### src/rtl/rtc_read_sequencer_pkg.sv
`default_nettype none
// ============================================================================
// rtc_read_sequencer_pkg
// Shared state encoding, RTC register map and default multiplexed-bus timing.
// Revision: 1.0
// ============================================================================
package rtc_read_sequencer_pkg;

  typedef enum logic [2:0] {
    ST_INIT_WAIT = 3'd0,
    ST_IDLE      = 3'd1,
    ST_ADDR      = 3'd2,
    ST_TURN      = 3'd3,
    ST_READ      = 3'd4,
    ST_REC       = 3'd5
  } state_t;

  localparam logic [7:0] c_addr_seg  = 8'h21;
  localparam logic [7:0] c_addr_min  = 8'h22;
  localparam logic [7:0] c_addr_hora = 8'h23;

  // Bus timing shared with the initialization stage so both masters agree.
  localparam int c_t_addr = 4;
  localparam int c_t_turn = 2;
  localparam int c_t_rd   = 6;
  localparam int c_t_rec  = 4;
  localparam int c_period = 50000;

  function automatic int max4(input int a, input int b, input int c, input int d);
    int m;
    m = a;
    if (b > m) m = b;
    if (c > m) m = c;
    if (d > m) m = d;
    return m;
  endfunction

  function automatic logic [7:0] reg_addr(input logic [1:0] idx, input logic [7:0] a0,
                                          input logic [7:0] a1, input logic [7:0] a2);
    case (idx)
      2'd0:    return a0;
      2'd1:    return a1;
      default: return a2;
    endcase
  endfunction

endpackage
`default_nettype wire

### src/rtl/rtc_phase_timer.sv
`default_nettype none
// ============================================================================
// rtc_phase_timer
// Loadable free-running down-counter with a terminal-count (zero) flag.
// Revision: 1.0
// ============================================================================
module rtc_phase_timer #(
  parameter int WIDTH = 4
) (
  input  logic             clk,
  input  logic             rst,
  input  logic             i_load,
  input  logic [WIDTH-1:0] i_load_val,
  output logic             o_tc
);

  logic [WIDTH-1:0] r_count;

  always_ff @(posedge clk or posedge rst) begin
    if (rst) begin
      r_count <= '0;
    end else if (i_load) begin
      r_count <= i_load_val;
    end else begin
      r_count <= r_count - 1'b1;
    end
  end

  assign o_tc = (r_count == '0);

endmodule
`default_nettype wire

### src/rtl/rtc_read_sequencer.sv
`default_nettype none
// ============================================================================
// rtc_read_sequencer
// Waits for RTC init, then periodically reads seconds/minutes/hours over the bus.
// Revision: 1.0
// ============================================================================
module rtc_read_sequencer
  import rtc_read_sequencer_pkg::*;
#(
  parameter int         T_ADDR    = c_t_addr,
  parameter int         T_TURN    = c_t_turn,
  parameter int         T_RD      = c_t_rd,
  parameter int         T_REC     = c_t_rec,
  parameter int         PERIOD    = c_period,
  parameter logic [7:0] ADDR_SEG  = c_addr_seg,
  parameter logic [7:0] ADDR_MIN  = c_addr_min,
  parameter logic [7:0] ADDR_HORA = c_addr_hora
) (
  input  logic       clk,
  input  logic       reset,
  input  logic       init_done,
  output logic       init_en,
  output logic       bus_owner,
  input  logic [7:0] ad_in,
  output logic [7:0] ad_out,
  output logic       ad_oe,
  output logic       AD,
  output logic       CS,
  output logic       RD,
  output logic       WR,
  output logic [7:0] seg,
  output logic [7:0] min,
  output logic [7:0] hora,
  output logic       data_valid
);

  localparam int c_ph_w  = $clog2(max4(T_ADDR, T_TURN, T_RD, T_REC) + 1);
  localparam int c_per_w = $clog2(PERIOD);

  localparam logic [c_ph_w-1:0]  c_ld_addr   = c_ph_w'(T_ADDR - 1);
  localparam logic [c_ph_w-1:0]  c_ld_turn   = c_ph_w'(T_TURN - 1);
  localparam logic [c_ph_w-1:0]  c_ld_rd     = c_ph_w'(T_RD - 1);
  localparam logic [c_ph_w-1:0]  c_ld_rec    = c_ph_w'(T_REC - 1);
  localparam logic [c_per_w-1:0] c_ld_period = c_per_w'(PERIOD - 1);

  state_t              r_state;
  logic [1:0]          r_idx;
  logic                r_first;
  logic                w_ph_tc;
  logic                w_per_tc;
  logic                w_start;
  logic                w_ph_load;
  logic [c_ph_w-1:0]   w_ph_val;

  // A triple starts immediately after init, then every PERIOD cycles.
  assign w_start   = (r_state == ST_IDLE) && (r_first || w_per_tc);
  assign w_ph_load = w_start ||
                     (w_ph_tc && (r_state != ST_INIT_WAIT) && (r_state != ST_IDLE));

  // Load value is the duration of the phase being entered.
  always_comb begin
    w_ph_val = c_ld_addr;
    case (r_state)
      ST_ADDR: w_ph_val = c_ld_turn;
      ST_TURN: w_ph_val = c_ld_rd;
      ST_READ: w_ph_val = c_ld_rec;
      default: w_ph_val = c_ld_addr;
    endcase
  end

  rtc_phase_timer #(.WIDTH(c_ph_w)) u_phase_timer (
    .clk        (clk),
    .rst        (reset),
    .i_load     (w_ph_load),
    .i_load_val (w_ph_val),
    .o_tc       (w_ph_tc)
  );

  rtc_phase_timer #(.WIDTH(c_per_w)) u_period_timer (
    .clk        (clk),
    .rst        (reset),
    .i_load     (w_start),
    .i_load_val (c_ld_period),
    .o_tc       (w_per_tc)
  );

  always_ff @(posedge clk or posedge reset) begin
    if (reset) begin
      r_state    <= ST_INIT_WAIT;
      r_idx      <= 2'd0;
      r_first    <= 1'b0;
      init_en    <= 1'b0;
      bus_owner  <= 1'b0;
      ad_oe      <= 1'b0;
      ad_out     <= 8'h00;
      AD         <= 1'b1;
      CS         <= 1'b1;
      RD         <= 1'b1;
      WR         <= 1'b1;
      seg        <= 8'h00;
      min        <= 8'h00;
      hora       <= 8'h00;
      data_valid <= 1'b0;
    end else begin
      data_valid <= 1'b0;
      WR         <= 1'b1;
      case (r_state)
        ST_INIT_WAIT: begin
          if (init_done) begin
            init_en   <= 1'b0;
            bus_owner <= 1'b1;
            r_first   <= 1'b1;
            r_state   <= ST_IDLE;
          end else begin
            init_en <= 1'b1;
          end
        end
        ST_IDLE: begin
          if (w_start) begin
            r_first <= 1'b0;
            r_idx   <= 2'd0;
            CS      <= 1'b0;
            AD      <= 1'b0;
            ad_oe   <= 1'b1;
            ad_out  <= reg_addr(2'd0, ADDR_SEG, ADDR_MIN, ADDR_HORA);
            r_state <= ST_ADDR;
          end
        end
        ST_ADDR: begin
          if (w_ph_tc) begin
            AD      <= 1'b1;
            ad_oe   <= 1'b0;
            r_state <= ST_TURN;
          end
        end
        ST_TURN: begin
          if (w_ph_tc) begin
            RD      <= 1'b0;
            r_state <= ST_READ;
          end
        end
        ST_READ: begin
          if (w_ph_tc) begin
            RD <= 1'b1;
            CS <= 1'b1;
            case (r_idx)
              2'd0:    seg  <= ad_in;
              2'd1:    min  <= ad_in;
              default: hora <= ad_in;
            endcase
            r_state <= ST_REC;
          end
        end
        ST_REC: begin
          if (w_ph_tc) begin
            if (r_idx == 2'd2) begin
              data_valid <= 1'b1;
              r_state    <= ST_IDLE;
            end else begin
              r_idx   <= r_idx + 2'd1;
              CS      <= 1'b0;
              AD      <= 1'b0;
              ad_oe   <= 1'b1;
              ad_out  <= reg_addr(r_idx + 2'd1, ADDR_SEG, ADDR_MIN, ADDR_HORA);
              r_state <= ST_ADDR;
            end
          end
        end
        default: r_state <= ST_INIT_WAIT;
      endcase
    end
  end

endmodule
`default_nettype wire

### config.mk
export PLATFORM = sky130hd
export DESIGN_NAME = rtc_read_sequencer
export DESIGN_NICKNAME = d
export VERILOG_FILES = /design/src/rtl/rtc_read_sequencer_pkg.sv /design/src/rtl/rtc_phase_timer.sv /design/src/rtl/rtc_read_sequencer.sv
export SDC_FILE = /design/constraint.sdc
export NUM_CORES = 1
export LEC_CHECK = 0
export ABC_CLOCK_PERIOD_IN_PS = 2870
export CORE_MARGIN = 2
export CORE_UTILIZATION = 40
export CTS_CLUSTER_DIAMETER = 50
export DETAILED_ROUTE_END_ITERATION = 8
export PLACE_DENSITY = 0.74
export SLEW_MARGIN = 10
export SYNTH_ARGS = -nofsm -noshare
export SYNTH_HDL_FRONTEND = slang
export SYNTH_SLANG_ARGS = --single-unit
export TNS_END_PERCENT = 100
### constraint.sdc
create_clock -name clk -period 2.87 [get_ports clk]
set_clock_uncertainty 0.15 [all_clocks]
set_input_delay 0.574 -clock clk [delete_from_list [all_inputs] [get_ports clk]]
set_output_delay 0.574 -clock clk [all_outputs]
set_load 0.03 [all_outputs]
Word-level counts from Yosys, hierarchy flattened:

Index checks and enable logic that the tools add are counted.
Widths: inputs -> output; s select.

* $add $sub $neg: 3
* multiply operators: 0
* divide/modulo/power cells: 0
* order comparisons: 0
* eq/ne operators: 16
* shift operators: 0
* multiplexer cells: 38
* bitwise gates (word level): 1
* reduce and logical (&&, ||, !) cells: 27

Operators by type and width (number)
* $mux 8: 3
* $mux 3: 7
* $pmux 3 s6: 1
* $logic_not 16->1: 1
* $mux 16: 1
* $pmux 8 s2: 1
* $sub 16x1->16 const B: 1
* $reduce_and 3->1: 5
* $ne 2x2->1 const B: 7
* $mux 1: 13
* $reduce_and 5->1: 2
* $pmux 1 s3: 3
* $reduce_bool 3->1: 3
* $mux 2: 4
* $pmux 2 s2: 2
* $eq 3x2->1 const B: 2
* $eq 3x3->1 const B: 2
* $logic_not 3->1: 2
* $pmux 3 s2: 1
* $reduce_and 6->1: 1
* $reduce_bool 2->1: 3
* $eq 2x1->1 const B: 2
* $logic_not 2->1: 2
* $pmux 1 s2: 2
* other kinds (11): 14

* flip-flop bits (word level): 64
* bits in latches: 0
* memory bits (writable): 0
* memory bits (read-only): 0
* input bits: 11
* logic and storage cells: 101
* memories: 0

Depth between registers and ports, before layout:

* depth after elaboration: 6
* gate-level depth with buffers: 7
* mapped depth without buffers: 6

By module:

From an unflattened synthesis, not the netlist that was laid out.

* cell total of the unflattened synthesis: 246
* area total of the unflattened synthesis: 2856.5 µm²

Modules (own cells, without submodules)
* rtc_read_sequencer: instances 1, cells each 139, area an instance 1819.2 µm², seq. area each 1004.7 µm²
* rtc_phase_timer at u_period_timer: instances 1, cells each 92, area an instance 885.8 µm², seq. area each 400.4 µm²
* rtc_phase_timer at u_phase_timer: instances 1, cells each 15, area an instance 151.4 µm², seq. area each 75.1 µm²

Worst setup path before layout:

Ideal clock, no wire load.

* path type: register to register
* start: register u_phase_timer.r_count[0]
* end: register hora[0]
* setup time: 0.125 ns
* arrival: 1.867 ns
* slack: 0.728 ns
* stages on the path, launching flop included: 8
* path buffers: 1
* cells stage by stage: dfrtp_1 -> inv_1 -> ha_1 -> nand3b_2 -> or3_1 -> or3_1 -> buf_6 -> mux2_4

* longest elaborated chain between the ends: 2

RTL lines
* from (decl): RTL line rtc_phase_timer.sv:17 `logic [WIDTH-1:0] r_count;`
* from (signal assigned): RTL line rtc_phase_timer.sv:23 `r_count <= i_load_val;`
* from (signal assigned): RTL line rtc_phase_timer.sv:25 `r_count <= r_count - 1'b1;`
* $logic_not 3->1: RTL line rtc_phase_timer.sv:29 `assign o_tc = (r_count == '0);`
* $reduce_and 3->1 (no source line)
* to (signal assigned): RTL line rtc_read_sequencer.sv:149 `default: hora <= ad_in;`
* to (decl): RTL line rtc_read_sequencer.sv:33 `output logic [7:0] hora,`

Every way passes these cells.
A chain may end at the register's enable or synchronous reset.

Final worst setup path:

* start: register u_phase_timer.r_count[0]
* end: register hora[3]

The elaborated chain is that of the path after synthesis.

==> qor.tcl <==
set qor(layout.cells.most_common) {sky130_fd_sc_hd__dfrtp_1}
set qor(synthToLayoutAreaGrowth_pct) 25.4
set qor(power.density_nw_per_um2) 915
set qor(synthesis.area_per_instance_sq_um) 11.4
set qor(rsz0062_at_grt) {false}
set qor(hold_viol) 0
set qor(hold_ws_ns) 0.303
set qor(avgViaCountPerCell) 5.18
set qor(postCtsSetupBuffers) 0
set qor(post-route-util_pct) 51.6
set qor(portBuffers) 44
set qor(power.static_leakage_uw) 0.00148
set qor(timing.max_cap.violations) 0
set qor(numClockSinks) 59
set qor(dieHeight_um) 87.4
set qor(yosys.area.top_type_share_pct) 50.4
set qor(total_power_uw) 3190
set qor(vias) 1963
set qor(synth-seq-area-share_pct) 53.2
set qor(core_area_sq_um) 6760
set qor(dp.final_hpwl_um) 3890
set qor(clock_latency_late_sink_ns) 0.33
set qor(cp_data_arrival_time_ns) 2.46
set qor(setup-tns-final_ns) 0
set qor(rows) 30
set qor(grt_antenna_before_repair) 0
set qor(wire_per_inst_um) 14.6
set qor(final-setup-viol-count) 0
set qor(fillerInstances) 595
set qor(antenna_cells_inserted) 0
set qor(final-seq-area_sq_um) 1480
set qor(cts_tree) {done}
set qor(routed_wirelength_um) 5530
set qor(critPathMaxFanout) 8
set qor(cts-root-to-sink-buffers) 2
set qor(io_pins) 51
set qor(yosys_most_used_dff) {sky130_fd_sc_hd__dfrtp_1}
set qor(grt_first_pass_wirelength_um) 9580
set qor(synth_cell_types) 47
set qor(final_nets) 314
set qor(worst-r2r-setup-slack_ns) 0.48
set qor(synth_instances) 245
set qor(outcome) {completed}
set qor(tightestPinTransition_ns) 0.529
set qor(post-route-period-util_pct) 83.3
set qor(hold_buffers) 0
set qor(synth_enable_flop_cells) 0
set qor(ir_drop_v) 0.000334
set qor(dieWidth_um) 87.4
set qor(critPathLaunchType) {flip-flop}
set qor(final_antenna_net_count) 0
set qor(final_cell_area_sq_um) 3490
set qor(synth_seq_cells) 59
set qor(worst-setup-path-type) {flip-flop to flip-flop}
set qor(drcViolationCount) 0
set qor(globalRoute.totalOverflow) 0
set qor(synth.top_cells.by_area) {sky130_fd_sc_hd__dfrtp_1, sky130_fd_sc_hd__mux2_2, sky130_fd_sc_hd__mux2_4}
set qor(root_buffer) {sky130_fd_sc_hd__clkbuf_8}
set qor(async_flop_share_pct) 100
set qor(final_period_minus_worst_setup_slack_ns) 2.39
set qor(starting_density_pct) 41.2
set qor(worstPathRequired_ns) 2.94
set qor(cts.repair.resized) 0
set qor(worst_hold_path_type) {flip-flop to flip-flop}
set qor(design.die.area_sq_um) 7640
set qor(slew_headroom_pct) 64.7
set qor(clock_tree.htree_level_count) 3
set qor(synth_area_leader_cell) {sky130_fd_sc_hd__dfrtp_1}
set qor(worstSetupEndpointType) {flip-flop}
set qor(drt_iter0_drc) 57
set qor(multiInputGateArea_sq_um) 1180
set qor(track_usage_pct) 16.3
set qor(netlist_area_sq_um) 2780
set qor(finalWeightedCongestion) 0.779
set qor(count_of_pins_over_their_slew_limit) 0
set qor(synthesis.yosys.warnings) 0
set qor(clock.fmax_ghz) 0.418
set qor(placedInstanceArea_sq_um) 3310
set qor(fraction_of_layout_cells_with_a_size_suffix_above_1_pct) 17.7
set qor(most-common-layout-cells) {sky130_fd_sc_hd__dfrtp_1, sky130_fd_sc_hd__clkdlybuf4s50_1, sky130_fd_sc_hd__nand2_1, sky130_fd_sc_hd__mux2_2, sky130_fd_sc_hd__nor2_1}
set qor(grt_max_degree) 36
set qor(via_count_of_the_first_global_routing_pass) 1997
set qor(tritoncts.num_buffers) 9
set qor(drtPass1Iterations) 4
set qor(path_clk_slew_ns) 0.06
-- through the flow --
| stage | worst slack [ns] | std cells |
|---|---|---|
| 2_1_floorplan | 0.695 | 249 |
| 3_3_place_gp | 0.543 | 364 |
| 3_5_place_dp | 0.476 | 364 |
| 4_1_cts | 0.471 | 379 |
| 5_1_grt | 0.358 | 379 |
| 6_report | 0.478 | 379 |
-- path summary, 6_finish.rpt --
path	start	endpoint	cells after the start
setup / recovery	u_phase_timer.r_count[0]$_DFF_PP0_	hora[3]$_DFFE_PP0P_	6
hold / removal	u_phase_timer.r_count[0]$_DFF_PP0_	u_phase_timer.r_count[0]$_DFF_PP0_	1
setup reg to reg	u_phase_timer.r_count[0]$_DFF_PP0_	hora[3]$_DFFE_PP0P_	6
hold reg to reg	u_phase_timer.r_count[0]$_DFF_PP0_	u_phase_timer.r_count[0]$_DFF_PP0_	1
max in group asynchronous	reset	RD$_DFFE_PP1P_	3
min in group asynchronous	reset	min[2]$_DFFE_PP0P_	2
-- report_power, final --
group	switching, uW	internal, uW	leakage (uW)
Sequential	191	1060	0.000685
Combinational	717	540	0.000699
Clock	304	376	0.0000953
-- cells in the mapped netlist (all sizes together), types with 2 or more instances --
master,instances
nor3,5
nand4,4
dfrtp,56
nor4,4
xnor2,4
nand2b,4
nor2,16
nor3b,2
buf,10
ha,8
conb,2
xor2,9
nand3,6
a21oi,8
inv,12
o21ai,7
a21o,2
o31ai,2
nand3b,2
a211oi,3
or3,5
clkbuf,6
a31oi,2
nor2b,2
mux2,24
dfstp,3
nand4b,3
nand2,21
-- critical path: stages (launching register included) --
cell and delay [ns]:
sky130_fd_sc_hd__dfrtp_1 0.37, sky130_fd_sc_hd__inv_1 0.08, sky130_fd_sc_hd__ha_1 0.24, sky130_fd_sc_hd__nand3b_2 0.17
sky130_fd_sc_hd__or3_1 0.35, sky130_fd_sc_hd__or3_1 0.53, sky130_fd_sc_hd__mux2_4 0.38
-- logic make-up after synthesis --
kind of cell             Yosys count  share of synthesized area, %
adder cells (fa/ha/maj)            8                          3.60
other                              2                         0.270
AND/OR/NAND/NOR                   76                          14.5
multiplexers                      24                          10.8
AO/OA/AOI/OAI                     35                          8.54
XOR/XNOR                          13                          4.09
buffers and inverters             28                          4.99
flip-flops                        59                          53.2
-- registers in the layout (all words and copies together) (netlist names) --
signal,count
AD,1
r_state,3
data_valid,1
u_period_timer.r_count,16
CS,1
r_first,1
r_idx,2
init_en,1
ad_out,3
RD,1
ad_oe,1
hora,8
seg,8
u_phase_timer.r_count,3
min,8
bus_owner,1
-- area by class of cell --
cell class | count | area share (%)
repair buffers | 51 | 14.5
flip-flops and latches | 59 | 42.4
clock buffers | 13 | 4.84
clock inverters | 2 | 0.287
inverters | 12 | 1.29
multi-input cells | 162 | 33.8
well taps | 80 | 2.87
-- routing by layer --
layer  wire length (um)  track usage, %
met3                313            4.64
met1               2590            22.4
met2               2540            24.4
met4                 87            6.29
met5                  0               0
Note: power is estimated with default switching activity, not from simulation.
